**src/rtl/ctr64_seq.sv**
```systemverilog
// ---------------------------------------------------------------------------
// ctr64_seq
//   Sequencer for the 64-state counter datapath. The 6-bit count is presented
//   as a 4-bit low digit (rg_a) and a 2-bit high digit (bit_a). The count runs
//   under start/stop/pause control up to a terminal value latched at start,
//   in one-shot or auto-reload mode, and each terminal event produces a
//   one-cycle registered done pulse.
//
// Optional feature:
//   CTR64_SEQ_PRESCALE_EN - when defined, the count advances only once every
//   PRESCALE cycles of RUN. When undefined, the count may advance on every
//   edge and PRESCALE is only range-checked.
//
// Ports:
//   clock     in   1  system clock, rising edge
//   rst       in   1  synchronous active-high reset
//   start     in   1  start request, honoured in IDLE and DONE only
//   stop      in   1  abort to IDLE from any state
//   pause     in   1  level, freezes the count while running
//   reload    in   1  1 = auto-reload, 0 = one-shot (latched at start)
//   tc_value  in   6  terminal count (latched at start)
//   rg_a      out  4  count[3:0]
//   bit_a     out  2  count[5:4]
//   busy      out  1  high in RUN or PAUSE
//   done      out  1  one-cycle pulse per terminal event
//   state     out  2  00 IDLE, 01 RUN, 10 PAUSE, 11 DONE
//
// Control semantics: all control inputs are plain levels sampled on every
// rising edge. Per edge the priority is rst > stop > start > pause > count.
// There is no request/acknowledge handshake; a start seen in IDLE or DONE is
// accepted on that edge, and start is ignored while busy.
// ---------------------------------------------------------------------------
module ctr64_seq #(
    parameter int unsigned PRESCALE = 4
) (
    input  logic       clock,
    input  logic       rst,
    input  logic       start,
    input  logic       stop,
    input  logic       pause,
    input  logic       reload,
    input  logic [5:0] tc_value,
    output logic [3:0] rg_a,
    output logic [1:0] bit_a,
    output logic       busy,
    output logic       done,
    output logic [1:0] state
);

    typedef enum logic [1:0] {
        S_IDLE  = 2'b00,
        S_RUN   = 2'b01,
        S_PAUSE = 2'b10,
        S_DONE  = 2'b11
    } state_t;

    if ((PRESCALE < 2) || (PRESCALE > 16)) begin : g_bad_prescale
        $error("ctr64_seq: PRESCALE must be in 2..16");
    end

    state_t     cur_state;
    state_t     nxt_state;
    logic [5:0] count;
    logic [5:0] nxt_count;
    logic [5:0] tc_lat;
    logic [5:0] nxt_tc_lat;
    logic       mode_lat;
    logic       nxt_mode_lat;
    logic       nxt_done;
    logic       tick;
    // High on edges where RUN is actually counting (not leaving or pausing).
    logic       run_edge;

    assign run_edge = (cur_state == S_RUN) && !stop && !pause;

`ifdef CTR64_SEQ_PRESCALE_EN
    localparam int unsigned PW = (PRESCALE > 1) ? $clog2(PRESCALE) : 1;
    localparam logic [PW-1:0] PRE_LAST = PW'(PRESCALE - 1);

    logic [PW-1:0] pre_cnt;

    // The prescaler is held at zero outside RUN/PAUSE so every new run starts
    // a full PRESCALE period before its first tick; PAUSE simply holds it.
    assign tick = (pre_cnt == PRE_LAST);

    always_ff @(posedge clock) begin
        if (rst) begin
            pre_cnt <= '0;
        end else if ((cur_state == S_IDLE) || (cur_state == S_DONE)) begin
            pre_cnt <= '0;
        end else if (run_edge) begin
            pre_cnt <= tick ? '0 : pre_cnt + PW'(1);
        end
    end
`else
    assign tick = 1'b1;
`endif

    // Next-state, next-count and latch logic.
    always_comb begin
        nxt_state    = cur_state;
        nxt_count    = count;
        nxt_tc_lat   = tc_lat;
        nxt_mode_lat = mode_lat;
        nxt_done     = 1'b0;

        if (stop) begin
            // Abort suppresses done even if this edge would have been terminal.
            nxt_state = S_IDLE;
            nxt_count = 6'd0;
        end else begin
            case (cur_state)
                S_IDLE, S_DONE: begin
                    if (start) begin
                        nxt_state    = S_RUN;
                        nxt_count    = 6'd0;
                        nxt_tc_lat   = tc_value;
                        nxt_mode_lat = reload;
                    end else if (cur_state == S_IDLE) begin
                        nxt_count = 6'd0;
                    end
                end
                S_RUN: begin
                    if (pause) begin
                        nxt_state = S_PAUSE;
                    end else if (run_edge && tick) begin
                        if (count == tc_lat) begin
                            nxt_done = 1'b1;
                            if (mode_lat) begin
                                nxt_count = 6'd0;
                            end else begin
                                nxt_state = S_DONE;
                            end
                        end else begin
                            // 6-bit add: rg_a carries into bit_a, 63 wraps to 0.
                            nxt_count = count + 6'd1;
                        end
                    end
                end
                S_PAUSE: begin
                    if (!pause) begin
                        nxt_state = S_RUN;
                    end
                end
                default: begin
                    nxt_state = S_IDLE;
                    nxt_count = 6'd0;
                end
            endcase
        end
    end

    always_ff @(posedge clock) begin
        if (rst) begin
            cur_state <= S_IDLE;
            count     <= 6'd0;
            tc_lat    <= 6'd0;
            mode_lat  <= 1'b0;
            done      <= 1'b0;
        end else begin
            cur_state <= nxt_state;
            count     <= nxt_count;
            tc_lat    <= nxt_tc_lat;
            mode_lat  <= nxt_mode_lat;
            done      <= nxt_done;
        end
    end

    assign rg_a  = count[3:0];
    assign bit_a = count[5:4];
    assign busy  = (cur_state == S_RUN) || (cur_state == S_PAUSE);
    assign state = cur_state;

endmodule
```
**config.mk**
```make
export PLATFORM = sky130hd
export DESIGN_NAME = ctr64_seq
export DESIGN_NICKNAME = d
export VERILOG_FILES = /design/src/rtl/ctr64_seq.sv
export SDC_FILE = /design/constraint.sdc
export NUM_CORES = 1
export LEC_CHECK = 0
export CAP_MARGIN = 20
export CORE_UTILIZATION = 44
export CTS_BUF_LIST = sky130_fd_sc_hd__clkbuf_4 sky130_fd_sc_hd__clkbuf_8 sky130_fd_sc_hd__clkbuf_16
export CTS_CLUSTER_SIZE = 10
export DETAILED_ROUTE_END_ITERATION = 8
export GPL_TIMING_DRIVEN = 0
export PLACE_DENSITY = 0.71
export SLEW_MARGIN = 10
export SYNTH_ARGS = -nofsm -noshare
export SYNTH_HDL_FRONTEND = slang
export SYNTH_SLANG_ARGS = --single-unit
```
**constraint.sdc**
```tcl
create_clock -name clock -period 1.9 [get_ports clock]
set_input_delay 0.19 -clock clock [delete_from_list [all_inputs] [get_ports clock]]
set_output_delay 0.19 -clock clock [all_outputs]
set_load 0.02 [all_outputs]
```
==> results of run 1 <==
## Yosys cell counts
cell type	count	area share, %
nand3_1	3	1.6
ha_1	4	5.2
or3_4	1	1.2
inv_1	8	3.1
a2111oi_2	2	3.1
nor3b_4	1	2.0
nor2b_1	2	1.3
nor3_1	1	0.52
o211a_1	1	1.0
or3_1	1	0.65
and3_1	3	2.0
nor2_1	16	6.3
dfxtp_1	16	33
nor3b_1	1	0.78
a21oi_1	1	0.52
o31a_1	1	0.92
buf_6	1	1.2
o211ai_1	4	3.1
o21ai_0	4	2.1
o32ai_1	1	0.92
nand2_1	5	2.0
nor4_1	1	0.65
o22ai_1	1	0.65
a311o_1	2	2.1
xnor2_1	6	5.5
o2111ai_1	5	4.6
mux2i_1	8	8.4
buf_2	4	2.1
nand2b_1	2	1.3
o2111a_1	1	1.2
nand4_1	1	0.65
## sequential cells by signal, indices dropped and copies added (netlist names)
register,flops
count,6
tc_lat,6
state,2
done,1
mode_lat,1
## cell usage in the layout, fill, tap and decap left out, types with 2 or more instances in the layout
| cell type | count |
|---|---|
| o211ai_1 | 4 |
| mux2i_1 | 8 |
| or3_4 | 2 |
| ha_1 | 3 |
| buf_2 | 4 |
| o21ai_0 | 4 |
| a2111oi_2 | 2 |
| a311o_1 | 2 |
| nor2_1 | 16 |
| clkdlybuf4s50_1 | 21 |
| dfxtp_1 | 14 |
| inv_1 | 6 |
| nor2b_1 | 2 |
| xnor2_1 | 6 |
| buf_4 | 3 |
| and3_1 | 2 |
| clkbuf_4 | 3 |
| dfxtp_4 | 2 |
| nand2b_1 | 2 |
| inv_2 | 2 |
| nand2_1 | 5 |
| o2111ai_1 | 5 |
| nand3_1 | 3 |
## how the worst min path moves through the flow
stage	to	cells past startpoint	from	slack [ns]
floorplan	state[0]	1	stop	0.26
global route	tc_lat[1]	3	tc_value[1]	0.54
CTS	tc_lat[1]	3	tc_value[1]	0.50
finish	tc_lat[1]	3	tc_value[1]	0.51
detailed placement	tc_lat[1]	2	tc_lat[1]	0.52
global placement	tc_lat[1]	2	tc_lat[1]	0.50
## routing by layer
layer	share of wire [%]	routed length [um]	track usage, %	up-vias
met4	0.44	9	5.88	0
met1	52	1050	26.2	410
met2	44	903	27.8	18
met3	3.3	68	3.77	2
met5	0	0	0	-
li1	-	-	-	450
## repair_timing
action,4_1_cts,5_1_grt
gates resized for setup,0,5
endpoints found under the setup margin,0,6
buffers inserted,0,3
## layout make-up
class                      count  area (um^2)
fill                         184          712
multi-input combinational     79          598
sequential                    16          328
timing repair buffer          24          233
clock buffer                   4         36.3
tap                           27         33.8
buffer                         5         31.3
inverter                       8         30.0
## logic make-up after synthesis
logic type      Yosys count  synth area share (%)
flops                    16                  33.5
fa+ha+maj                 4                  5.23
mux                       8                  8.37
compound gates           23                  20.3
xor+xnor                  6                  5.49
simple gates             38                  20.8
buf+inv                  13                  6.41
## critical path: cells and delay by family (launching register included)
family	cells	cell delay, ns
AO/OA/AOI/OAI	2	0.38
adder cells (fa/ha/maj)	1	0.25
buffers and inverters	2	0.18
flip-flops	1	0.38
AND/OR/NAND/NOR	2	0.55
## per-stage QoR
stage / std cells / setup TNS [ns]
after detailed placement: 156 / -0.0249
final: 163 / 0
after CTS: 160 / 0
after global placement: 156 / 0
after floorplan: 108 / 0
after global routing: 163 / 0
## power groups by stage
stage	Clock, uW	Sequential (uW)	Combinational [uW]
final	229	353	174
after global routing	246	354	189
after CTS	236	354	166
after detailed placement	0	362	165
after global placement	0	361	163
after floorplan	0	363	107
==> reports/metrics.yaml, run 1 <==
coreArea_mm2: 0.00200
clock_power_share_pct: 30.3
p_sw_share_pct: 27.6
worstSetupStartpoint: "state[1]"
worstPathMaxFanout: 7
cts.clk_slew.worst_paths_ns: 0.10
synth_cell_types: 31
dpl.hpwl_mm: 1.50
htreeDepth: 1
status: "complete, no violations"
postRouteAntennaNets: 0
vias: 880
rows: 16
p_seq_share_pct: 46.7
wl_per_cell_um: 12.5
post-route-min-period_ns: 1.83
p_int_uw: 547
leakage_uw: 0.000470
numClockSinks: 16
crit_path_end: "count[0]"
grt_max_degree: 11
clk_latency_ns: 0.29
die-area_mm2: 0.00237
required_ns: 2.09
path_class: "reg2reg"
first_pass_iters: 4
hold_path.class: "in2reg"
fin_skew_ns: 0.000349
drt_iter0_markers: 20
vias_per_cell: 5.40
grt_overflow: 0
post_dp_cell_area_mm2: 0.00122
fin_area_mm2: 0.00129
hold_viol_final: 0
avgSynthCellArea_um2: 8.86
numCtsBuffers: 3
n_antenna_cell: 0
antenna_found_initial: 0
synthesis.area_um2: 957
ioPinCount: 22
finalPower_uw: 756
ys_ff_latch: 16
first_global_vias: 764
grt_use_total_pct: 18.4
crit_path_end_kind: "flip-flop"
postSynthCellCount: 108
worst_slack_ns: 0.0678
p_comb_share_pct: 23.0
irDropWorstVdd_uv: 444
place_ws_ns: -0.0249
period_share_pct: 96.4
p_per_area_mw_per_mm2: 586
worst_path_max_delay_cell: "or3_4"
cp_cell_sequence: "inv_2 > ha_4 > or3_4 > and3_4 > buf_6 > o2111a_1 > a311o_1"
synth-seq-area-share_pct: 33.5
clockRootBuffer: "clkbuf_4"
cts_max_path_buffers: 2
nets: 153
finalSetupViolCount: 0
slew_violations: 0
area_delta_synth_final_pct: 34.8
die_h_um: 48.6
r2r_slack_ns: 0.07
drive_gt1_share_pct: 16.9
grt_pass1_wl_mm: 3.41
die_w_um: 48.6
synthesis.nets: 124
timing.fmax_mhz: 546
cts_tree: "done"
max_slew_margin_pct: 76.8
start_util_pct: 47.8
rsz0062_at_grt: "false"
critPathArrivalTime_ns: 2.02
hold-worst-slack_ns: 0.505
drc_errors: 0
crit_path_start_kind: "flip-flop"
p_switching_uw: 209
rr_startpoint: "state[1]"
max_cap_violations: 0
tightest_slew_ns: 0.347
r2r-end: "count[0]"
ff2ff_path_depth: 7
max_stage_delay_ns: 0.39
routabilityCongestion: 0.772
io_buffers: 21
ys.warnings.count: 0
routed_wl_mm: 2.03
fin_util_pct: 64.4
ctsHoldBuffers: 0
(Power assumes the default switching activity.)
==> run 2: changes to the inputs <==
Settings changed: CORE_UTILIZATION 44 to 54, DONT_BUFFER_PORTS set to 1, PLACE_DENSITY 0.71 to 0.69.
==> run 2 against run 1 <==
Net effect:
- the flow now finishes with violations (DRC)
- global-route usage grew 4.9 points
- via count shrank 6.7%
- design area shrank 16%
- core utilization grew 4.5 points
- die area shrank 18%
- flip-flop and latch count is the same
- routed wire length grew 2.5%
- final cell count shrank 18%
- sequential power grew 1%
- clock power is essentially flat
- non-clock buffer count shrank 19
- hold slack lost 0.46 ns
- critical endpoint unchanged
==> reports/metrics.yaml, run 2 (synthesis results as in run 1) <==
status: "finished, violations left"  # was complete, no violations
violations: "DRC"
ioPinCount: 22  # unchanged
nets: 134  # was 153
max_cap_violations: 0  # unchanged
drt_iter0_markers: 19  # was 20
antenna_found_initial: 0  # unchanged
postRouteAntennaNets: 0  # unchanged
wl_per_cell_um: 15.7  # was 12.5 um
fin_skew_ns: 0.0113  # was 0.000349 ns
required_ns: 2.08  # was 2.09 ns
vias_per_cell: 6.17  # was 5.40
coreArea_mm2: 0.00158  # was 0.00200 mm^2
die-area_mm2: 0.00194  # was 0.00237 mm^2
dpl.hpwl_mm: 1.45  # was 1.50 mm
crit_path_start_kind: "flip-flop"  # unchanged
n_antenna_cell: 0  # unchanged
leakage_uw: 0.000401  # was 0.000470 uW
tightest_slew_ns: 0.435  # was 0.347 ns
finalSetupViolCount: 0  # unchanged
grt_overflow: 0  # unchanged
clk_latency_ns: 0.29  # about the same
timing.fmax_mhz: 538  # was 546 MHz
first_global_vias: 740  # was 764
fin_area_mm2: 0.00109  # was 0.00129 mm^2
rows: 14  # was 16
numCtsBuffers: 3  # unchanged
crit_path_end_kind: "flip-flop"  # unchanged
mostFrequentLayoutCells: "16 x nor2_1, 14 x dfxtp_1, 8 x mux2i_1, 6 x xnor2_1, 6 x inv_1"  # was 21 x clkdlybuf4s50_1, 16 x nor2_1, 14 x dfxtp_1, 8 x mux2i_1
grt_use_total_pct: 23.3  # was 18.4%
die_w_um: 44.1  # was 48.6 um
htreeDepth: 1  # unchanged
final_common_cell: "nor2_1"  # was clkdlybuf4s50_1
rsz0062_at_grt: "true"  # was false
critPathArrivalTime_ns: 2.04  # was 2.02 ns
cts_max_path_buffers: 2  # unchanged
worst_slack_ns: 0.0424  # was 0.0678 ns
drive_gt1_share_pct: 19.7  # was 16.9%
post_dp_cell_area_um2: 995  # was 0.00122 mm^2
post-route-min-period_ns: 1.86  # was 1.83 ns
fillers: 127  # was 184
grt_max_degree: 11  # unchanged
start_util_pct: 60.7  # was 47.8%
first_pass_iters: 6  # was 4
hold_viol_final: 0  # unchanged
area_delta_synth_final_pct: 13.6  # was 34.8%
place_ws_ns: -0.103  # was -0.0249 ns
routabilityCongestion: 0.746  # was 0.772
cts_tree: "done"  # unchanged
path_class: "reg2reg"  # unchanged
max_slew_margin_pct: 71.0  # was 76.8%
slew_violations: 0  # unchanged
clockRootBuffer: "clkbuf_4"  # unchanged
routed_wl_mm: 2.08  # was 2.03 mm
hold_path.class: "in2reg"  # unchanged
die_h_um: 44.1  # was 48.6 um
io_buffers: 0  # was 21
cts.clk_slew.worst_paths_ns: 0.10  # about the same
setup_tns_ns: 0  # unchanged
period_share_pct: 97.8  # was 96.4%
numClockSinks: 16  # unchanged
drc_errors: 1  # was 0
p_per_area_mw_per_mm2: 668  # was 586 mW/mm^2
grt_pass1_wl_mm: 3.34  # was 3.41 mm
worstPathMaxFanout: 5  # was 7
irDropWorstVdd_uv: 425  # was 444 uV
vias: 821  # was 880
fin_util_pct: 69.0  # was 64.4%
-- run 2: area by class of cell --
cell class / count / area (um^2) / share of cell area (%)
Sequential cell: 16 / 328 / 30.1
Buffer: 4 / 20.0 / 1.84
Timing Repair Buffer: 6 / 50.0 / 4.60
Clock buffer: 4 / 36.3 / 3.34
Tap cell: 16 / 20.0 / 1.84
Inverter: 8 / 35.0 / 3.22
Multi-Input combinational cell: 79 / 598 / 55.0
-- run 2: path summary, 6_finish.rpt --
check	cells past startpoint	endpoint	slack, ns	startpoint
max	6	count[0]	0.04	state[0]
min	2	tc_lat[4]	0.04	tc_value[4]
max reg2reg	6	count[0]	0.04	state[0]
min reg2reg	2	tc_lat[0]	0.53	tc_lat[0]
-- run 2: critical path, cell delays in order, from the launching register on --
cell	delay, ns
dfxtp_4	0.42
inv_4	0.05
ha_4	0.27
or3_4	0.40
and3_4	0.18
o2111a_1	0.12
a311o_1	0.30
-- run 2: what timing repair did --
item,CTS,global route
endpoints found under the setup margin,5,6
gates resized for setup,6,1
pin swaps,2,4
hold endpoints to repair,3,0
setup buffers,0,4
hold buffers,2,0
-- run 2: where the power goes --
part / internal, uW / switching [uW] / leakage (uW)
sequential: 344 / 13.4 / 0.000131
clock: 117 / 111 / 0.0000210
combinational: 62.6 / 77.8 / 0.000248
-- run 2: metrics by stage --
step,hold slack [ns],cells,total power [uW]
3_5_place_dp,0.262,124,494
6_report,0.0449,133,726
3_3_place_gp,0.261,124,489
5_1_grt,0.0336,133,759
4_1_cts,0.0456,130,724
2_1_floorplan,0.257,108,470
-- run 2: metal layers --
metal,vias to the layer above,share of wire [%],track usage [%]
li1,415,-,-
met1,375,49,31.6
met3,2,5.0,5.71
met2,29,45,35.6
met5,-,0,0
met4,0,0.24,9.09
